File: src/rtl/ex_muldiv.sv
// ex_muldiv: iterative RV32M multiply/divide unit for the EX stage.
// One shift-add (multiply) or restoring (divide) step per cycle, with
// operands reduced to magnitudes up front and the sign applied at the end.
// Divide-by-zero and signed overflow resolve in the IDLE cycle.
// Optional build macro: MULDIV_EARLY_OUT_EN (multiply stops once the
// remaining multiplier bits are all zero).
module ex_muldiv #(
    parameter int unsigned XLEN = 32
) (
    input  logic            clk,
    input  logic            rst,
    input  logic            rdy,
    input  logic            start,
    input  logic [2:0]      funct3,
    input  logic [XLEN-1:0] opa,
    input  logic [XLEN-1:0] opb,
    output logic [XLEN-1:0] result,
    output logic            result_valid,
    output logic            busy,
    output logic            stallreq
);
    localparam int unsigned CW = $clog2(XLEN) + 1;
    localparam logic [CW-1:0] LAST = CW'(XLEN - 1);
    localparam logic [XLEN-1:0] MIN_NEG = {1'b1, {(XLEN-1){1'b0}}};

    typedef enum logic [1:0] {S_IDLE, S_BUSY, S_DONE} state_t;

    state_t            r_state;
    state_t            w_next;
    logic [CW-1:0]     r_cnt;
    logic [2:0]        r_funct3;
    logic              r_neg;      // negate the selected result at the end
    logic [2*XLEN-1:0] r_acc;      // product, or {remainder, quotient}
    logic [2*XLEN-1:0] r_mcand;    // multiplicand, pre-shifted each step
    logic [XLEN-1:0]   r_opb;      // multiplier (consumed LSB first) or divisor

    // Operand decode for the instruction presented in IDLE
    logic            w_is_div, w_sa_en, w_sb_en, w_sa, w_sb;
    logic [XLEN-1:0] w_mag_a, w_mag_b;
    logic            w_div0, w_ovf, w_special, w_neg_in;

    assign w_is_div  = funct3[2];
    assign w_sa_en   = w_is_div ? ~funct3[0] : (funct3[1:0] != 2'b11);
    assign w_sb_en   = w_is_div ? ~funct3[0] : ~funct3[1];
    assign w_sa      = w_sa_en & opa[XLEN-1];
    assign w_sb      = w_sb_en & opb[XLEN-1];
    assign w_mag_a   = w_sa ? ('0 - opa) : opa;
    assign w_mag_b   = w_sb ? ('0 - opb) : opb;
    assign w_div0    = w_is_div && (opb == '0);
    assign w_ovf     = w_is_div && ~funct3[0] && (opa == MIN_NEG) && (opb == '1);
    assign w_special = w_div0 | w_ovf;
    // REM follows the dividend sign; everything else negates on differing signs
    assign w_neg_in  = (w_is_div && funct3[1]) ? w_sa : (w_sa ^ w_sb);

    // One iteration step
    logic [2*XLEN-1:0] w_mul_acc, w_div_acc;
    logic [XLEN:0]     w_rem_sh, w_trial;
    logic              w_borrow;
    logic              w_last, w_finish;

    assign w_mul_acc = r_acc + (r_opb[0] ? r_mcand : '0);
    assign w_rem_sh  = {r_acc[2*XLEN-1:XLEN], r_acc[XLEN-1]};
    assign w_trial   = w_rem_sh - {1'b0, r_opb};
    assign w_borrow  = w_trial[XLEN];
    assign w_div_acc = {(w_borrow ? w_rem_sh[XLEN-1:0] : w_trial[XLEN-1:0]),
                        r_acc[XLEN-2:0], ~w_borrow};
    assign w_last    = (r_cnt == LAST);

`ifdef MULDIV_EARLY_OUT_EN
    // Multiplicand is pre-shifted, so stopping early needs no final alignment
    assign w_finish = w_last | (~r_funct3[2] & ((r_opb >> 1) == '0));
`else
    assign w_finish = w_last;
`endif

    // Next-state selection
    always_comb begin
        w_next = r_state;
        case (r_state)
            S_IDLE:  if (start) w_next = w_special ? S_DONE : S_BUSY;
            S_BUSY:  if (w_finish) w_next = S_DONE;
            S_DONE:  w_next = S_IDLE;
            default: w_next = S_IDLE;
        endcase
    end

    // State register and datapath; rdy low freezes everything
    always_ff @(posedge clk or posedge rst) begin
        if (rst) begin
            r_state  <= S_IDLE;
            r_cnt    <= '0;
            r_funct3 <= '0;
            r_neg    <= 1'b0;
            r_acc    <= '0;
            r_mcand  <= '0;
            r_opb    <= '0;
        end else if (rdy) begin
            r_state <= w_next;
            case (r_state)
                S_IDLE: begin
                    if (start) begin
                        r_funct3 <= funct3;
                        r_cnt    <= '0;
                        if (w_special) begin
                            r_neg   <= 1'b0;
                            r_acc   <= w_div0 ? {opa, {XLEN{1'b1}}} : {{XLEN{1'b0}}, MIN_NEG};
                            r_mcand <= '0;
                            r_opb   <= '0;
                        end else begin
                            r_neg   <= w_neg_in;
                            r_acc   <= w_is_div ? {{XLEN{1'b0}}, w_mag_a} : '0;
                            r_mcand <= {{XLEN{1'b0}}, w_mag_a};
                            r_opb   <= w_mag_b;
                        end
                    end
                end
                S_BUSY: begin
                    r_cnt <= r_cnt + CW'(1);
                    if (r_funct3[2]) begin
                        r_acc <= w_div_acc;
                    end else begin
                        r_acc   <= w_mul_acc;
                        r_mcand <= r_mcand << 1;
                        r_opb   <= r_opb >> 1;
                    end
                end
                default: ;
            endcase
        end
    end

    // Final sign correction and result selection
    logic [2*XLEN-1:0] w_prod;
    logic [XLEN-1:0]   w_dsel, w_dres, w_res;
    always_comb begin
        w_prod = r_neg ? ('0 - r_acc) : r_acc;
        w_dsel = r_funct3[1] ? r_acc[2*XLEN-1:XLEN] : r_acc[XLEN-1:0];
        w_dres = r_neg ? ('0 - w_dsel) : w_dsel;
        case (r_funct3)
            3'd0:    w_res = w_prod[XLEN-1:0];
            3'd1,
            3'd2,
            3'd3:    w_res = w_prod[2*XLEN-1:XLEN];
            default: w_res = w_dres;
        endcase
    end

    assign result       = (r_state == S_DONE) ? w_res : '0;
    assign result_valid = (r_state == S_DONE);
    assign busy         = (r_state == S_BUSY);
    assign stallreq     = ((r_state == S_IDLE) && start) || (r_state == S_BUSY);

endmodule

File: config.mk
export PLATFORM = sky130hd
export DESIGN_NAME = ex_muldiv
export DESIGN_NICKNAME = d
export VERILOG_FILES = /design/src/rtl/ex_muldiv.sv
export SDC_FILE = /design/constraint.sdc
export NUM_CORES = 1
export LEC_CHECK = 0
export CORE_MARGIN = 2
export CORE_UTILIZATION = 41
export CTS_CLUSTER_DIAMETER = 50
export DETAILED_ROUTE_END_ITERATION = 16
export DONT_BUFFER_PORTS = 1
export MAX_ROUTING_LAYER = met4
export SYNTH_ARGS = -nofsm -noshare
export SYNTH_HDL_FRONTEND = slang
export SYNTH_SLANG_ARGS = --single-unit
export TNS_END_PERCENT = 1
File: constraint.sdc
create_clock -name clk -period 6.6 [get_ports clk]
set_input_delay 1.32 -clock clk [delete_from_list [all_inputs] [get_ports clk]]
set_output_delay 1.32 -clock clk [all_outputs]
set_load 0.01 [all_outputs]
==> flow_metrics.tcl <==
set metrics [dict create \
    remaining_drc_errors 0 \
    synth-xor-area-share_pct 10.3 \
    cts_hold_buf 0 \
    io_buffers 0 \
    first_pass_iters 6 \
    grt_overflow_total 0 \
    slowest_delay_ns 0.88 \
    num_rows 79 \
    mostFrequentLayoutCell "nand2_1" \
    routedWlPerCell_um 25.5 \
    die_area_um2 48300 \
    maxSlewViolCount 0 \
    max_freq_ghz 0.168 \
    antenna_found_initial 1 \
    cp_num_buf_inv 0 \
    netlist-cell-type-count 74 \
    clock_path_buffers 2 \
    die_x_um 220 \
    synth_nets 2825 \
    avgSynthCellArea_um2 7.19 \
    ys.flop_type "dfrtp_1" \
    post-dp-hpwl_mm 61.5 \
    seq_area_frac_synth_pct 22.6 \
    crit_path_cell_trace "or4_4 > or3_4 > nor3_4 > nand3_2 > or3_1 > or3_1 > nand2b_1 > o21ai_0 > xor2_1 > a221oi_1" \
    grt_max_degree 98 \
    hold_slack_ns 0.477 \
    drt_wl_total_mm 80.2 \
    p_leak_nw 8.29 \
    layout_common_cells "343 x nand2_1, 261 x a21oi_1, 236 x o21ai_0, 204 x nor2_1, 169 x dfrtp_1" \
    vias_per_cell 6.45 \
    fp.dieH_um 220 \
    rsz0062_at_grt "false" \
    dp_slack_ns 1.29 \
    synthMuxAreaShare_pct 3.36 \
    core_area_um2 46300 \
    hold_path_class "flip-flop to flip-flop" \
    start_util_pct 41.2 \
    startpoint "r_acc[24]" \
    drive_above_1_share_pct 4.80 \
    netlist_area_um2 19100 \
    r2r_start "r_opb[0]" \
    cts_resized 0 \
    power_density_nw_per_um2 570 \
    path_max_fanout 10 \
    synthAdderAreaFrac_pct 6.84 \
    synth_warnings 0 \
    clk_latency_ns 0.51 \
    cts.sinks 172 \
    peakVddDrop_mv 0.839 \
    root_buffer "clkbuf_16" \
    synthArstFlopShare_pct 100 \
    area_growth_pct 5.63 \
    tns_ns 0 \
    cts_tree "done" \
    ys_seq_elements 172 \
    end_kind "output port" \
    gr-usage-all-layers_pct 33.8 \
    layout_min_cycle_time_ns 5.95 \
    synth-compound-area-share_pct 28.0 \
    ant_nets 0 \
    cts_setup_buffers 0 \
    synth-edff-count 0 \
    synth-simple-area-share_pct 23.5 \
    synth_cells 2651 \
    nNetsFinal 2703 \
    critical-path-top-delay-family "simple AND/OR/NAND/NOR gates" \
    slowest_stage "a221oi_1" \
    setup_violations 0 \
    slew_headroom_pct 15.6 \
    num-fill-cells 4879 \
    critPathLaunchType "flip-flop" \
    grt_pass1_vias 18631 \
    finalCritPeriodShare_pct 90.2 \
    run_status "completed" \
    synth_top_family_by_area "compound AO/OA/AOI/OAI gates" \
    drt_iter0_drc 2368 \
    crit_top_cell "or3_1" \
    setup_ws_ns 0.648 \
    place_congestion 1.03 \
    drv_cap 0 \
    critPathKind "flip-flop to output port" \
    path_clk_slew_ns 0.07 \
    pin_count 106 \
    vias 20305 \
    grt_pass1_wl_mm 118 \
    hold_violations 0 \
    cts_buffers 17 \
    critPathArrivalTime_ns 4.63 \
    worst_pin_slew_ns 1.26 \
    skew_ns 0.0148 \
    htree_levels 4 \
    crit_required_ns 5.28 \
    min-delay-start "r_mcand[63]" \
]
state kept, by name, indices dropped and copies added (netlist names):
register  cells
r_acc        64
r_mcand      64
r_opb        32
r_cnt         6
r_funct3      3
r_state       2
r_neg         1
cells by family (layout without fill, tap and decap cells):
kind of cell             Yosys count  count (layout)
adder cells (fa/ha/maj)          103             103
flip-flops                       172             172
XOR/XNOR                         224             224
other                              0               1
AO/OA/AOI/OAI                    864             864
AND/OR/NAND/NOR                  955             955
multiplexers                      63              63
buffers and inverters            270             161
layout make-up:
class	count	area, um^2	area share, %
Antenna cell	1	2.50	0.0124
Sequential cell	172	4310	21.4
Inverter	83	318	1.58
Clock inverter	12	136	0.677
Tap cell	607	759	3.77
Clock buffer	20	447	2.22
Multi-Input combinational cell	2209	13800	68.4
Timing Repair Buffer	46	383	1.90
path summary, 6_finish.rpt:
| check | end | slack (ns) | cells after the start |
|---|---|---|---|
| worst max-delay path | result[27] | 0.65 | 10 |
| worst min-delay path | r_mcand[63] | 0.48 | 2 |
| worst max register to register | r_acc[62] | 1.61 | 13 |
| worst min register to register | r_mcand[63] | 0.48 | 2 |
| max in group asynchronous | r_acc[15] | 4.48 | 2 |
| min in group asynchronous | r_mcand[50] | 0.84 | 1 |
cell usage after synthesis (all sizes together) (6+ instances only):
master	count	share of area [%]
a22oi	8	0.31
o41ai	13	0.70
xor2	113	5.2
a21o	38	1.5
mux2	8	0.47
o31ai	52	2.0
or2	17	0.56
o22ai	13	0.43
o211ai	40	1.6
nand2	345	6.8
and2	80	2.6
a21oi	263	6.9
buf	23	0.56
a211oi	28	1.1
o21bai	15	0.59
nand4	38	1.2
nor4	17	0.56
nand3	78	2.1
nor2b	11	0.36
xnor2	111	5.1
dfrtp	172	23
a221o	11	0.58
inv	80	1.6
a211o	7	0.32
and3	15	0.49
mux2i	55	2.9
or4	10	0.43
a221oi	30	1.4
a31oi	37	1.2
clkbuf	164	3.2
nand3b	7	0.28
o21ai	240	6.3
nor2	206	4.1
or3	23	0.78
ha	101	6.6
a21boi	6	0.24
nor3	75	2.0
o221ai	10	0.46
o21a	13	0.51
nand2b	21	0.69
where the power goes:
group	total, mW	internal [mW]	switching (mW)	leakage (nW)
clock	1.08	0.570	0.508	0.283
combinational	8.05	2.89	5.16	5.87
sequential	2.34	1.47	0.873	2.14
total	11.5	4.93	6.54	8.29
metal layers:
layer / share of wire, % / vias to the layer above / GRT usage, %
met3: 8.9 / 231 / 6.98
li1: - / 9293 / -
met2: 44 / 955 / 50.4
met1: 41 / 9826 / 42.2
met4: 6.1 / 0 / 19.8
met5: 0 / - / -
per-stage QoR:
step	power, mW	cell area (um^2)	instances	utilization, %
floorplan	7.72	19100	2651	-
global placement	10.1	19600	3117	42.3
detailed placement	10.2	19600	3117	42.3
CTS	11.3	20100	3149	43.5
global route	12.2	20100	3150	43.5
finish	11.5	20100	3150	43.5
worst min-delay path, cell delays in order, from the launching register on:
cell and delay (ns):
dfrtp_1 0.35, nand2_1 0.05, nand2_1 0.05
No activity file was read; power rests on OpenSTA's default activity.
